## src/rtl/div_if.sv

```systemverilog
// rtl/div_if.sv - EX-stage to divider handshake bundle
//
// Groups the request/operand and result signals that pass between the EX
// stage (master) and the multi-cycle divider (slave).
//
// Signals (direction as seen by the divider):
//   signed_div_i  in   1 = signed divide, 0 = unsigned; sampled with start_i
//   opdata1_i     in   32-bit dividend; sampled with start_i
//   opdata2_i     in   32-bit divisor; sampled with start_i
//   start_i       in   request, held high until the result is consumed
//   annul_i       in   cancel the current or pending operation
//   result_o      out  {remainder, quotient}, registered
//   ready_o       out  result valid, registered
interface div_if;
  logic        signed_div_i;
  logic [31:0] opdata1_i;
  logic [31:0] opdata2_i;
  logic        start_i;
  logic        annul_i;
  logic [63:0] result_o;
  logic        ready_o;

  modport master (
    output signed_div_i,
    output opdata1_i,
    output opdata2_i,
    output start_i,
    output annul_i,
    input  result_o,
    input  ready_o
  );

  modport slave (
    input  signed_div_i,
    input  opdata1_i,
    input  opdata2_i,
    input  start_i,
    input  annul_i,
    output result_o,
    output ready_o
  );
endinterface

```

## src/rtl/div.sv

```systemverilog
// rtl/div.sv - 32-bit multi-cycle restoring divider for the EX stage
//
// Sequences 32 trial-subtraction iterations on the magnitudes of the
// operands, then fixes up the signs and presents {remainder, quotient}.
// A zero divisor short-circuits to a zero result after one extra cycle.
//
// Ports:
//   clk   in   clock, all state updates on the rising edge
//   rst   in   synchronous active-high reset
//   bus   div_if.slave  operands/request in, result/ready out
module div (
  input  logic  clk,
  input  logic  rst,
  div_if.slave  bus
);

  localparam logic [1:0] S_FREE   = 2'b00;
  localparam logic [1:0] S_BYZERO = 2'b01;
  localparam logic [1:0] S_ON     = 2'b10;
  localparam logic [1:0] S_END    = 2'b11;

  localparam logic [5:0] ITERATIONS = 6'd32;

  logic [1:0]  state_q,      state_d;
  logic [5:0]  cnt_q,        cnt_d;
  logic [64:0] dividend_q,   dividend_d;
  logic [31:0] divisor_q,    divisor_d;
  logic        signed_div_q, signed_div_d;
  logic        sign1_q,      sign1_d;
  logic        sign2_q,      sign2_d;
  logic [63:0] result_q,     result_d;
  logic        ready_q,      ready_d;

  logic [31:0] op1_abs;
  logic [31:0] op2_abs;
  logic [32:0] diff;
  logic [31:0] quot_fix;
  logic [31:0] rem_fix;

  // Operand magnitudes; only meaningful in the cycle start_i is accepted.
  assign op1_abs = (bus.signed_div_i && bus.opdata1_i[31]) ?
                   (~bus.opdata1_i + 32'd1) : bus.opdata1_i;
  assign op2_abs = (bus.signed_div_i && bus.opdata2_i[31]) ?
                   (~bus.opdata2_i + 32'd1) : bus.opdata2_i;

  // Trial subtraction of the divisor from the partial remainder; bit 32
  // set means the divisor did not fit and the quotient bit is 0.
  assign diff = {1'b0, dividend_q[63:32]} - {1'b0, divisor_q};

  // Sign fixup: quotient negative when operand signs differ, remainder
  // takes the sign of the dividend. The remainder sits one bit up because
  // the work register was pre-shifted by one on load.
  assign quot_fix = (signed_div_q && (sign1_q ^ sign2_q)) ?
                    (~dividend_q[31:0] + 32'd1) : dividend_q[31:0];
  assign rem_fix  = (signed_div_q && sign1_q) ?
                    (~dividend_q[64:33] + 32'd1) : dividend_q[64:33];

  always_comb begin
    state_d      = state_q;
    cnt_d        = cnt_q;
    dividend_d   = dividend_q;
    divisor_d    = divisor_q;
    signed_div_d = signed_div_q;
    sign1_d      = sign1_q;
    sign2_d      = sign2_q;
    result_d     = result_q;
    ready_d      = ready_q;

    case (state_q)
      S_FREE: begin
        result_d = 64'h0;
        ready_d  = 1'b0;
        if (bus.start_i && !bus.annul_i) begin
          signed_div_d = bus.signed_div_i;
          sign1_d      = bus.opdata1_i[31];
          sign2_d      = bus.opdata2_i[31];
          if (bus.opdata2_i == 32'h0) begin
            state_d = S_BYZERO;
          end else begin
            state_d    = S_ON;
            cnt_d      = 6'd0;
            dividend_d = {32'h0, op1_abs, 1'b0};
            divisor_d  = op2_abs;
          end
        end
      end

      S_BYZERO: begin
        state_d  = S_END;
        result_d = 64'h0;
        ready_d  = 1'b1;
      end

      S_ON: begin
        if (bus.annul_i) begin
          state_d  = S_FREE;
          cnt_d    = 6'd0;
          result_d = 64'h0;
          ready_d  = 1'b0;
        end else if (cnt_q != ITERATIONS) begin
          if (diff[32]) begin
            dividend_d = {dividend_q[63:0], 1'b0};
          end else begin
            dividend_d = {diff[31:0], dividend_q[31:0], 1'b1};
          end
          cnt_d = cnt_q + 6'd1;
        end else begin
          result_d = {rem_fix, quot_fix};
          ready_d  = 1'b1;
          cnt_d    = 6'd0;
          state_d  = S_END;
        end
      end

      S_END: begin
        // annul_i is deliberately not looked at: the result already exists.
        if (!bus.start_i) begin
          state_d  = S_FREE;
          result_d = 64'h0;
          ready_d  = 1'b0;
        end
      end

      default: begin
        state_d  = S_FREE;
        result_d = 64'h0;
        ready_d  = 1'b0;
      end
    endcase
  end

  always_ff @(posedge clk) begin
    if (rst) begin
      state_q      <= S_FREE;
      cnt_q        <= 6'd0;
      dividend_q   <= 65'h0;
      divisor_q    <= 32'h0;
      signed_div_q <= 1'b0;
      sign1_q      <= 1'b0;
      sign2_q      <= 1'b0;
      result_q     <= 64'h0;
      ready_q      <= 1'b0;
    end else begin
      state_q      <= state_d;
      cnt_q        <= cnt_d;
      dividend_q   <= dividend_d;
      divisor_q    <= divisor_d;
      signed_div_q <= signed_div_d;
      sign1_q      <= sign1_d;
      sign2_q      <= sign2_d;
      result_q     <= result_d;
      ready_q      <= ready_d;
    end
  end

  assign bus.result_o = result_q;
  assign bus.ready_o  = ready_q;

endmodule
```

## src/flat_wrapper.sv

```systemverilog
// flat-port wrapper written by rule: the top's interface ports become plain ports
module div_flat 
  (clk, rst, bus_signed_div_i, bus_opdata1_i, bus_opdata2_i, bus_start_i, bus_annul_i, bus_result_o, bus_ready_o);
  div_if bus_i ();
  input  logic clk;
  input  logic rst;
  input wire logic [$bits(bus_i.signed_div_i)-1:0] bus_signed_div_i;
  input wire logic [$bits(bus_i.opdata1_i)-1:0] bus_opdata1_i;
  input wire logic [$bits(bus_i.opdata2_i)-1:0] bus_opdata2_i;
  input wire logic [$bits(bus_i.start_i)-1:0] bus_start_i;
  input wire logic [$bits(bus_i.annul_i)-1:0] bus_annul_i;
  output wire logic [$bits(bus_i.result_o)-1:0] bus_result_o;
  output wire logic [$bits(bus_i.ready_o)-1:0] bus_ready_o;
  assign bus_i.signed_div_i = bus_signed_div_i;
  assign bus_i.opdata1_i = bus_opdata1_i;
  assign bus_i.opdata2_i = bus_opdata2_i;
  assign bus_i.start_i = bus_start_i;
  assign bus_i.annul_i = bus_annul_i;
  assign bus_result_o = bus_i.result_o;
  assign bus_ready_o = bus_i.ready_o;
  div u_core (.clk(clk), .rst(rst), .bus(bus_i));
endmodule
```

## config.mk

```make
export PLATFORM = sky130hd
export DESIGN_NAME = div_flat
export DESIGN_NICKNAME = d
export VERILOG_FILES = /design/src/rtl/div_if.sv /design/src/rtl/div.sv /design/src/flat_wrapper.sv
export SDC_FILE = /design/constraint.sdc
export NUM_CORES = 1
export LEC_CHECK = 0
export BUFFER_PORTS_ARGS = -buffer_cell sky130_fd_sc_hd__buf_2
export CAP_MARGIN = 5
export CORE_UTILIZATION = 60
export CTS_BUF_LIST = sky130_fd_sc_hd__clkbuf_8
export DETAILED_ROUTE_END_ITERATION = 6
export HOLD_SLACK_MARGIN = 0.06
export PLACE_DENSITY = 0.82
export SYNTH_ARGS = -nofsm -noshare
export SYNTH_HDL_FRONTEND = slang
export SYNTH_SLANG_ARGS = --single-unit
```

## constraint.sdc

```tcl
create_clock -name clk -period 6.8 [get_ports clk]
set_clock_uncertainty 0.2 [all_clocks]
set_input_delay 0.68 -clock clk [delete_from_list [all_inputs] [get_ports clk]]
set_output_delay 0.68 -clock clk [all_outputs]
set_load 0.01 [all_outputs]
```

==> impl_metrics.json, run 1 <==
{
  "outcome": "finished, final reports clean",
  "ys_dominant_reg_cell": "dfxtp_1",
  "cts_sinks": 173,
  "globalRouteTotalUtil_pct": 31.4,
  "layout_min_cycle_time_ns": 3.72,
  "area_growth_pct": 10.6,
  "path_class": "flip-flop to flip-flop",
  "fp-row-count": 48,
  "post_place_cell_area_um2": 11500,
  "chipWidth_um": 136,
  "critical_path.reg2reg.startpoint": "u_core.dividend_q[41]$_SDFFE_PP0P_",
  "r2r_slack_ns": 3.08,
  "largest_delay_contributor_family_on_the_critical_path": "compound AO/OA/AOI/OAI gates",
  "critPathMaxStageDelay_ns": 0.73,
  "htree_levels": 4,
  "pwr_density_cell_nw_per_um2": 194,
  "post-route-drc-count": 0,
  "via_per_inst": 6.02,
  "cts_resized": 0,
  "synth_enable_flop_cells": 0,
  "hold_viol": 0,
  "initial_core_utilization_pct": 62.0,
  "number_of_hold_buffers_added_after_cts": 0,
  "drt_pass1_iterations": 6,
  "syn-cell-area_um2": 10800,
  "finalInstanceArea_um2": 11900,
  "wl_per_cell_um": 16.4,
  "rsz0062_at_grt": "false",
  "ys_seq_area_share_pct": 32.1,
  "post_synth_inst_count": 1438,
  "timing.critical_path.cells": "ha_1 > a21oi_1 > o21ai_0 > a2111oi_0 > a211oi_1 > nor3_1 > o21ba_2 > o21ai_0 > a22o_1",
  "power_mw": 2.31,
  "drt.antenna.violating_nets": 0,
  "async_reset_ff_share_pct": 0,
  "total_clock_buffers_created_by_cts": 17,
  "detailedPlacementHpwl_mm": 21.7,
  "area_enclosed_by_the_die_boundary_um2": 18500,
  "antenna_cells": 0,
  "synth_area_per_cell_um2": 7.50,
  "critPathSlowestCell": "o21ba_2",
  "crit_buf_inv": 0,
  "holdCritStartpoint": "u_core.bus.result_o[27]$_SDFFE_PP0P_",
  "cts_tree": "built",
  "filler_cell_count": 1538,
  "cp_max_fo": 42,
  "numPlacedInstances": 1728,
  "layout-drive-gt1-share_pct": 12.8,
  "max_slew.worst_pin.slew_ns": 0.980,
  "floorplan.die.height_um": 136,
  "type_of_element_capturing_the_critical_path": "flip-flop",
  "crit-reg2reg-capture": "u_core.dividend_q[56]$_SDFFE_PP0P_",
  "timing.reg2reg.worst_path_depth": 9,
  "route.vias.total": 10600,
  "synthesis.yosys.warnings": 0,
  "min_path_type": "flip-flop to flip-flop",
  "relative_slew_slack_pct": 34.6,
  "post_cts.repair.setup_buffers": 0,
  "wl_mm": 28.9,
  "cts_max_path_buffers": 2,
  "synth-seq-cells": 173,
  "pin_count": 134,
  "synth.lib_cells_used.distinct": 70,
  "layout.cells.non_filler": 1760,
  "maxCapViolCount": 0,
  "insertion_delay_ns": 0.49,
  "synth.net_count": 1551,
  "buffer_ports.inserted": 133,
  "min_period_over_period_pct": 54.7,
  "total_overflow_reported_by_the_global_router": 0,
  "antenna_found_initial": 0,
  "setup_crit_start_kind": "flip-flop",
  "floorplan.core_area_um2": 17400,
  "grt_first_pass_wirelength_mm": 46.1,
  "gp_congestion": 0.995,
  "finalSetupViolations": 0,
  "vias_in_the_first_global_route": 9270,
  "drt-initial-drc-count": 989,
  "timing_max_transition_violations_final": 0,
  "fin_nets": 1635,
  "worst_path_most_repeated_cell": "o21ai_0",
  "clock_tree.root_cell": "clkbuf_8",
  "largest_net_degree_at_the_start_of_global_routing": 97,
  "cts.clk_slew.worst_paths_ns": 0.11,
  "cellLeakagePower_nw": 4.85,
  "critical_path_required_ns": 6.98,
  "vdd.ir_drop.worst_mv": 0.130,
  "worst_hold_path.endpoint": "u_core.bus.result_o[27]$_SDFFE_PP0P_",
  "data_arrival_time_of_the_critical_path_ns": 3.89,
  "tns_ns": 0,
  "fmax_mhz": 269,
  "hold_path_depth": 2
}
[final cells by class]
| class | instances | area (um2) | share of cell area, % |
|---|---|---|---|
| flip-flops and latches | 173 | 3460 | 29.0 |
| repair buffers | 145 | 758 | 6.35 |
| inverters | 64 | 240 | 2.01 |
| well taps | 225 | 282 | 2.36 |
| multi-input cells | 1121 | 6790 | 56.9 |
| clock inverters | 15 | 173 | 1.45 |
| clock buffers | 17 | 234 | 1.96 |
[placed cells by master, fill, tap and decap left out, types with 3 or more instances in the layout]
cell / instances
a211oi_1: 25
a21o_1: 11
a21oi_1: 137
a22o_1: 16
a22oi_1: 35
a311oi_1: 4
a31oi_1: 13
a32oi_1: 7
a41oi_1: 3
and2_1: 8
and3_1: 3
buf_2: 132
buf_4: 13
clkbuf_8: 17
clkinv_8: 5
dfxtp_1: 173
ha_1: 43
inv_1: 64
inv_8: 4
mux2i_1: 9
nand2_1: 212
nand2b_1: 13
nand3_1: 17
nand4_1: 7
nor2_1: 149
nor2b_1: 5
nor3_1: 28
nor4_1: 12
o2111ai_1: 3
o211ai_1: 7
o21a_1: 6
o21ai_0: 112
o21ai_1: 5
o21bai_1: 5
o31ai_1: 14
o41ai_1: 13
or3_1: 6
or4_1: 9
xnor2_1: 77
xor2_1: 66
[worst register-to-register path: cells and delay by family (launching register included)]
| kind | cells | cell delay, ns |
|---|---|---|
| AOI/OAI and AO/OA | 7 | 2.31 |
| adders and majority gates | 1 | 0.34 |
| DFF | 1 | 0.44 |
| and+or+nand+nor | 1 | 0.32 |
[state kept, by name (all words and copies together), names as in the netlist]
register,flops
u_core.dividend_q,65
u_core.bus.result_o,64
u_core.divisor_q,32
u_core.cnt_q,6
u_core.state_q,2
u_core.bus.ready_o,1
u_core.sign1_q,1
u_core.sign2_q,1
u_core.signed_div_q,1
[per-stage QoR]
stage                     worst slack, ns  hold WS (ns)  util, %
after global placement               3.14         0.229     66.2
after global routing                 2.82         0.254     68.5
after floorplan                      3.68         0.232        -
after CTS                            3.13         0.247     68.5
after detailed placement             3.02         0.237     66.2
final                                3.08         0.252     68.5
[cell usage after synthesis (4+ instances only)]
cell / n / area share [%]
a211oi_1: 25 / 1.7
a21o_1: 11 / 0.77
a21oi_1: 137 / 6.4
a22o_1: 16 / 1.3
a22oi_1: 35 / 2.4
a311oi_1: 4 / 0.32
a31oi_1: 13 / 0.75
a32oi_1: 7 / 0.57
and2_1: 8 / 0.46
buf_2: 7 / 0.32
clkbuf_1: 72 / 2.5
dfxtp_1: 173 / 32
ha_1: 43 / 5.0
inv_1: 64 / 2.2
mux2i_1: 9 / 0.83
nand2_1: 212 / 7.4
nand2b_1: 13 / 0.75
nand3_1: 17 / 0.79
nand4_1: 7 / 0.41
nor2_1: 151 / 5.3
nor2b_1: 6 / 0.35
nor3_1: 28 / 1.3
nor4_1: 12 / 0.70
o211ai_1: 7 / 0.49
o21a_1: 6 / 0.42
o21ai_0: 112 / 5.2
o21ai_1: 6 / 0.28
o21bai_1: 5 / 0.35
o31ai_1: 14 / 0.97
o41ai_1: 13 / 1.1
or3_1: 6 / 0.35
or4_1: 9 / 0.63
xnor2_1: 77 / 6.3
xor2_1: 66 / 5.4
[cells by family after synthesis]
| kind of cell | after synthesis | share of synthesized area [%] |
|---|---|---|
| compound gates | 435 | 25.2 |
| xor+xnor | 143 | 11.6 |
| fa+ha+maj | 44 | 5.17 |
| buf+inv | 144 | 5.09 |
| flops | 173 | 32.1 |
| mux | 9 | 0.835 |
| simple gates | 490 | 20.0 |
[per-layer routing]
metal | routed length [um] | vias to the layer above | track usage, %
met5 | 0 | - | 0
met4 | 535 | 0 | 8.64
met3 | 2500 | 44 | 5.59
met2 | 12700 | 451 | 47.4
met1 | 13100 | 4873 | 45.4
li1 | - | 5219 | -
[how the worst max path moves through the flow]
stage / from / end / slack [ns] / cells past startpoint
final: u_core.dividend_q[41]$_SDFFE_PP0P_ / u_core.dividend_q[56]$_SDFFE_PP0P_ / 3.08 / 9
after global routing: u_core.dividend_q[41]$_SDFFE_PP0P_ / u_core.dividend_q[56]$_SDFFE_PP0P_ / 2.82 / 9
after floorplan: bus_opdata1_i[11] / u_core.dividend_q[21]$_SDFFE_PP0P_ / 3.68 / 8
after global placement: bus_opdata2_i[13] / u_core.dividend_q[47]$_SDFFE_PP0P_ / 3.14 / 12
after CTS: u_core.dividend_q[41]$_SDFFE_PP0P_ / u_core.dividend_q[56]$_SDFFE_PP0P_ / 3.13 / 9
after detailed placement: bus_opdata2_i[13] / u_core.dividend_q[63]$_SDFFE_PP0P_ / 3.02 / 13
[power by group]
group	leakage, nW	internal [mW]	total [mW]	switching (mW)
combinational	3.25	0.182	0.501	0.319
sequential	1.40	1.05	1.09	0.0440
clock	0.198	0.277	0.718	0.441
Power figures use the tool's default switching activity.
==> run 2, diff against run 1 <==
--- a/config.mk
+++ b/config.mk
@@ -5,13 +5,14 @@
 export SDC_FILE = /design/constraint.sdc
 export NUM_CORES = 1
 export LEC_CHECK = 0
+export ABC_AREA = 1
 export BUFFER_PORTS_ARGS = -buffer_cell sky130_fd_sc_hd__buf_2
 export CAP_MARGIN = 5
-export CORE_UTILIZATION = 60
+export CORE_UTILIZATION = 56
 export CTS_BUF_LIST = sky130_fd_sc_hd__clkbuf_8
 export DETAILED_ROUTE_END_ITERATION = 6
 export HOLD_SLACK_MARGIN = 0.06
-export PLACE_DENSITY = 0.82
+export PLACE_DENSITY = 0.79
 export SYNTH_ARGS = -nofsm -noshare
 export SYNTH_HDL_FRONTEND = slang
 export SYNTH_SLANG_ARGS = --single-unit
==> constraint.sdc (replaced) <==
create_clock -name clk -period 3.09 [get_ports clk]
set_clock_uncertainty 0.2 [all_clocks]
set_input_delay 0.309 -clock clk [delete_from_list [all_inputs] [get_ports clk]]
set_output_delay 0.309 -clock clk [all_outputs]
set_load 0.01 [all_outputs]
==> impl_metrics.json, run 2 <==
{
  "outcome": "finished, final reports clean",
  "synthesis.yosys.warnings": 0,
  "via_per_inst": 5.51,
  "total_clock_buffers_created_by_cts": 17,
  "data_arrival_time_of_the_critical_path_ns": 3.16,
  "rsz0062_at_grt": "false",
  "r2r_slack_ns": 0.28,
  "cp_max_fo": 49,
  "timing_max_transition_violations_final": 0,
  "finalInstanceArea_um2": 14600,
  "max_flop_register": "u_core.dividend_q",
  "synthMostInstantiatedCell": "nand2_1",
  "fmax_mhz": 342,
  "vdd.ir_drop.worst_mv": 0.438,
  "vias_in_the_first_global_route": 12800,
  "finalSetupViolations": 0,
  "area_enclosed_by_the_die_boundary_um2": 23700,
  "chipWidth_um": 154,
  "min_period_over_period_pct": 94.7,
  "synth-seq-cells": 173,
  "post_cts.repair.setup_buffers": 0,
  "numPlacedInstances": 2527,
  "syn-cell-area_um2": 12900,
  "sequentialPowerShare_pct": 34.5,
  "detailedPlacementHpwl_mm": 31.3,
  "insertion_delay_ns": 0.50,
  "p_comb_share_pct": 46.1,
  "ys_seq_area_share_pct": 26.7,
  "critPathMaxStageDelay_ns": 0.55,
  "drt_pass1_iterations": 6,
  "setup_crit_start_kind": "input port",
  "max_slew.worst_pin.slew_ns": 0.909,
  "htree_levels": 4,
  "area_share_of_the_largest_cell_type_after_synthesis_pct": 26.7,
  "total_overflow_reported_by_the_global_router": 0,
  "critPathSlowestCell": "dlygate4sd3_1",
  "p_int_mw": 4.24,
  "maxCapViolCount": 0,
  "area_growth_pct": 12.6,
  "antenna_found_initial": 0,
  "post-route-drc-count": 0,
  "floorplan.core_area_um2": 22600,
  "synth_commonest_cells": "nand2_1 (634), inv_1 (278), nand3_1 (225), a21oi_1 (209), nor2_1 (194)",
  "timing.critical_path.cells": "dlygate4sd3_1 > buf_2 > inv_1 > ha_1 > nand3_2 > nor2_4 > nand4_1 > nand2_2 > buf_4 > inv_4 > buf_4 > a21oi_1 > dlygate4sd3_1",
  "layout.cells.non_filler": 2600,
  "drt.antenna.violating_nets": 0,
  "buffer_ports.inserted": 133,
  "globalRouteTotalUtil_pct": 34.7,
  "netSwitchingPower_mw": 3.82,
  "clock_tree.root_cell": "clkbuf_8",
  "drt-initial-drc-count": 1431,
  "fin_nets": 2415,
  "cellLeakagePower_nw": 7.28,
  "cts_sinks": 173,
  "wl_per_cell_um": 15.7,
  "floorplan.die.height_um": 154,
  "fp-row-count": 55,
  "gp_congestion": 0.960,
  "hold_viol": 0,
  "synth.lib_cells_used.distinct": 53,
  "min_path_type": "input port to flip-flop",
  "clock_power_share_pct": 19.4,
  "post_place_cell_area_um2": 13800,
  "tns_ns": 0,
  "layout-drive-gt1-share_pct": 11.0,
  "wl_mm": 40.9,
  "power_mw": 8.06,
  "grt_first_pass_wirelength_mm": 65.3,
  "async_reset_ff_share_pct": 0,
  "largest_net_degree_at_the_start_of_global_routing": 74,
  "ys_dominant_reg_cell": "dfxtp_1",
  "layout.cells.most_common": "nand2_1",
  "cts_resized": 0,
  "synth_enable_flop_cells": 0,
  "critical_path_required_ns": 3.32,
  "type_of_element_capturing_the_critical_path": "flip-flop",
  "route.vias.total": 14300,
  "layout_min_cycle_time_ns": 2.93,
  "cts.clk_slew.worst_paths_ns": 0.10,
  "largest_reg_flops": 65,
  "crit_buf_inv": 7,
  "number_of_hold_buffers_added_after_cts": 41,
  "synth.net_count": 2271,
  "netSwitchingFraction_pct": 47.4,
  "path_class": "input port to flip-flop",
  "cts_tree": "built",
  "synth_area_per_cell_um2": 6.00,
  "pwr_density_cell_nw_per_um2": 552,
  "final_core_utilization_pct": 64.4,
  "relative_slew_slack_pct": 39.4,
  "antenna_cells": 0,
  "netlist.top_cell.by_area": "dfxtp_1",
  "initial_core_utilization_pct": 57.2,
  "cts_max_path_buffers": 2,
  "largest_delay_contributor_family_on_the_critical_path": "buffers and inverters",
  "most-common-layout-cells": "nand2_1 (634), inv_1 (278), nand3_1 (225), a21oi_1 (209), nor2_1 (194)",
  "post_synth_inst_count": 2158,
  "netlist_top_cells_area": "dfxtp_1 (27%), nand2_1 (18%), nand3_1 (8.7%)",
  "pin_count": 134
}
==> run 2: cell count changes in the layout (fill, tap and decap cells not counted), sizes merged, moves of 51 or more <==
cell,previous run,this run
nand2,213,646
xnor2,77,26
nand3,17,229
nor2,151,204
a21oi,137,211
inv,69,300
==> run 2: final timing paths <==
check                                      startpoint                                  end  cells after the start
setup / recovery                     bus_opdata2_i[0]     u_core.divisor_q[0]$_SDFFE_PP0P_                     13
hold / removal                      bus_opdata1_i[17]   u_core.dividend_q[18]$_SDFFE_PP0P_                      5
setup reg to reg   u_core.dividend_q[32]$_SDFFE_PP0P_   u_core.dividend_q[58]$_SDFFE_PP0P_                     16
hold reg to reg   u_core.bus.result_o[4]$_SDFFE_PP0P_  u_core.bus.result_o[4]$_SDFFE_PP0P_                      2
==> run 2: power by group through the flow <==
stage	sequential (mW)	clock [mW]	combinational (mW)
3_5_place_dp	2.80	0	3.56
5_1_grt	2.80	1.67	4.12
2_1_floorplan	2.70	0	2.76
6_report	2.78	1.57	3.71
4_1_cts	2.75	1.57	3.62
3_3_place_gp	2.79	0	3.51
==> run 2: layout make-up <==
class                      instances  area (um2)
inverter                         295        1110
tap                              285         357
clock inverter                    14         130
sequential                       173        3460
fill                            2225        8050
timing repair buffer             201        1310
multi-input combinational       1614        7970
clock buffer                      18         248
==> run 2: logic make-up after synthesis <==
kind of cell	after synthesis	share of synthesized area (%)
buf+inv	371	11.7
compound gates	359	14.8
flops	173	26.7
simple gates	1140	37.6
xor+xnor	71	4.80
fa+ha+maj	44	4.31
==> run 2: worst min-delay path: stages <==
cell and delay [ns]:
buf_2 0.12, inv_1 0.08, nand2_1 0.05, nand3_1 0.09
a21oi_1 0.06
==> run 2: stage by stage <==
| stage | hold WS (ns) | worst slack (ns) |
|---|---|---|
| after global routing | 0.0742 | 0.0288 |
| after global placement | 0.249 | 0.377 |
| after floorplan | 0.235 | 0.829 |
| after CTS | 0.0609 | 0.231 |
| after detailed placement | 0.252 | 0.335 |
| final | 0.0706 | 0.163 |
==> run 2: per-layer routing <==
layer / routed length, um / track usage, %
met1: 19100 / 50.0
met3: 3430 / 6.12
met2: 17300 / 51.9
met5: 0 / 0
met4: 1080 / 11.3
==> run 3, diff against run 2 <==
--- a/config.mk
+++ b/config.mk
@@ -6,6 +6,7 @@
 export NUM_CORES = 1
 export LEC_CHECK = 0
 export ABC_AREA = 1
+export ABC_CLOCK_PERIOD_IN_PS = 3090
 export BUFFER_PORTS_ARGS = -buffer_cell sky130_fd_sc_hd__buf_2
 export CAP_MARGIN = 5
 export CORE_UTILIZATION = 56
==> constraint.sdc (replaced) <==
create_clock -name clk -period 3.09 [get_ports clk]
set_clock_uncertainty 0.2 [all_clocks]
set_input_delay 0.618 -clock clk [delete_from_list [all_inputs] [get_ports clk]]
set_output_delay 0.618 -clock clk [all_outputs]
set_load 0.1 [all_outputs]
==> impl_metrics.json, run 3 (synthesized netlist as in run 2, its figures left out) <==
{
  "critPathSlowestCell": "dfxtp_1",
  "pin_count": 134,
  "timing.critical_path.cells": "inv_1 > ha_1 > fa_1 > inv_1 > nand2_1 > nand2_1 > nand3_1 > nand2_1 > nand2_1 > nand2_2 > nand2_4 > nand2_8 > nand3_4 > nand2_1 > nand2_1 > a21oi_1",
  "critical_path_cell_count": 16,
  "tns_ns": 0,
  "cellLeakagePower_nw": 7.14,
  "largest_delay_contributor_family_on_the_critical_path": "simple AND/OR/NAND/NOR gates",
  "crit-reg2reg-capture": "u_core.dividend_q[50]$_SDFFE_PP0P_",
  "drt.antenna.violating_nets": 0,
  "most-common-layout-cells": "nand2_1 (634), inv_1 (278), nand3_1 (225), a21oi_1 (209), nor2_1 (194)",
  "fp-row-count": 55,
  "globalRouteTotalUtil_pct": 34.0,
  "layout-drive-gt1-share_pct": 11.2,
  "initial_core_utilization_pct": 57.2,
  "insertion_delay_ns": 0.49,
  "largest_net_degree_at_the_start_of_global_routing": 60,
  "drt-initial-drc-count": 1545,
  "critPathMaxStageDelay_ns": 0.46,
  "cp_max_fo": 33,
  "cts.clk_slew.worst_paths_ns": 0.09,
  "grt_first_pass_wirelength_mm": 64.1,
  "finalSetupViolations": 0,
  "vias_in_the_first_global_route": 12500,
  "post_cts.repair.setup_buffers": 0,
  "setup_crit_start_kind": "flip-flop",
  "number_of_hold_buffers_added_after_cts": 0,
  "critical_path_required_ns": 3.31,
  "post-route-worst-setup-slack_ns": 0.253,
  "worst_path_most_repeated_cell": "nand2_1",
  "timing_max_transition_violations_final": 0,
  "worst_hold_path.endpoint": "u_core.divisor_q[1]$_SDFFE_PP0P_",
  "fin_nets": 2374,
  "gp_congestion": 0.958,
  "critical_path.reg2reg.startpoint": "u_core.dividend_q[32]$_SDFFE_PP0P_",
  "post-route-drc-count": 0,
  "numPlacedInstances": 2527,
  "via_per_inst": 5.53,
  "route.vias.total": 14200,
  "layout.cells.most_common": "nand2_1",
  "clock_tree.root_cell": "clkbuf_8",
  "r2r_slack_ns": 0.25,
  "layout.cells.non_filler": 2559,
  "cts_tree": "built",
  "detailedPlace.worstSlack_ns": 0.162,
  "total_clock_buffers_created_by_cts": 17,
  "outcome": "finished, final reports clean",
  "cts_resized": 0,
  "max_flop_register": "u_core.dividend_q",
  "cts_sinks": 173,
  "data_arrival_time_of_the_critical_path_ns": 3.05,
  "layout_min_cycle_time_ns": 2.84,
  "drt_pass1_iterations": 7,
  "timing.reg2reg.worst_path_depth": 16,
  "min_period_over_period_pct": 91.8,
  "area_enclosed_by_the_die_boundary_um2": 23700,
  "rsz0062_at_grt": "false",
  "floorplan.die.height_um": 154,
  "total_overflow_reported_by_the_global_router": 0,
  "area_growth_pct": 9.89,
  "relative_slew_slack_pct": 41.3,
  "detailedPlacementHpwl_mm": 31.3,
  "hold_path_depth": 3,
  "floorplan.core_area_um2": 22600,
  "buffer_ports.inserted": 133,
  "pwr_density_cell_nw_per_um2": 582,
  "vdd.ir_drop.worst_mv": 0.500,
  "min_path_type": "input port to flip-flop",
  "htree_levels": 4,
  "antenna_found_initial": 0,
  "type_of_element_capturing_the_critical_path": "flip-flop",
  "largest_reg_flops": 65,
  "holdCritStartpoint": "bus_opdata2_i[1]",
  "hold_viol": 0,
  "cts_max_path_buffers": 2,
  "fmax_mhz": 352,
  "chipWidth_um": 154,
  "max_slew.worst_pin.slew_ns": 0.879,
  "wl_per_cell_um": 15.6,
  "maxCapViolCount": 0,
  "crit_buf_inv": 2,
  "wl_mm": 39.8,
  "antenna_cells": 0,
  "path_class": "flip-flop to flip-flop"
}
## run 3: through the flow
| step | power (mW) | hold slack, ns | instance area [um2] | util (%) |
|---|---|---|---|---|
| 6_report | 8.29 | 0.234 | 14200 | 62.9 |
| 5_1_grt | 8.86 | 0.248 | 14200 | 62.9 |
| 4_1_cts | 8.20 | 0.229 | 14200 | 62.8 |
| 3_5_place_dp | 6.50 | 0.250 | 13800 | 60.9 |
| 3_3_place_gp | 6.43 | 0.249 | 13800 | 60.9 |
| 2_1_floorplan | 5.59 | 0.235 | 12900 | - |
## run 3: layout make-up
cell class	count	area, um2
Clock buffer	18	248
Clock inverter	14	176
Fill cell	2250	8410
Inverter	295	1110
Multi-Input combinational cell	1614	7980
Sequential cell	173	3460
Tap cell	285	357
Timing Repair Buffer	160	896
## run 3: where the power goes
part | total [mW] | switching, mW | internal [mW] | leakage, nW
Clock | 1.72 | 0.941 | 0.775 | 0.206
Sequential | 2.76 | 0.281 | 2.48 | 1.40
Combinational | 3.81 | 2.68 | 1.13 | 5.53
## run 3: worst max-delay path by stage
stage	start	to	slack, ns
2_1_floorplan	u_core.dividend_q[32]$_SDFFE_PP0P_	u_core.dividend_q[46]$_SDFFE_PP0P_	0.83
3_3_place_gp	u_core.dividend_q[32]$_SDFFE_PP0P_	u_core.dividend_q[46]$_SDFFE_PP0P_	0.18
3_5_place_dp	u_core.dividend_q[32]$_SDFFE_PP0P_	u_core.dividend_q[50]$_SDFFE_PP0P_	0.16
4_1_cts	u_core.dividend_q[32]$_SDFFE_PP0P_	u_core.dividend_q[50]$_SDFFE_PP0P_	0.14
5_1_grt	u_core.dividend_q[32]$_SDFFE_PP0P_	u_core.dividend_q[64]$_SDFFE_PP0P_	0.11
6_report	u_core.dividend_q[32]$_SDFFE_PP0P_	u_core.dividend_q[50]$_SDFFE_PP0P_	0.25
## run 3: tightest hold or removal path, stage by stage
cell and delay, ns:
buf_2 0.10, nand2_1 0.07, a31oi_1 0.08
## run 3: routing by layer
metal | track usage, % | wire length (um) | vias to the layer above
met2 | 49.8 | 16600 | 628
met3 | 4.82 | 3450 | 60
met1 | 50.8 | 18800 | 6344
met4 | 10.3 | 969 | 0
li1 | - | - | 7129
met5 | 0 | 0 | -
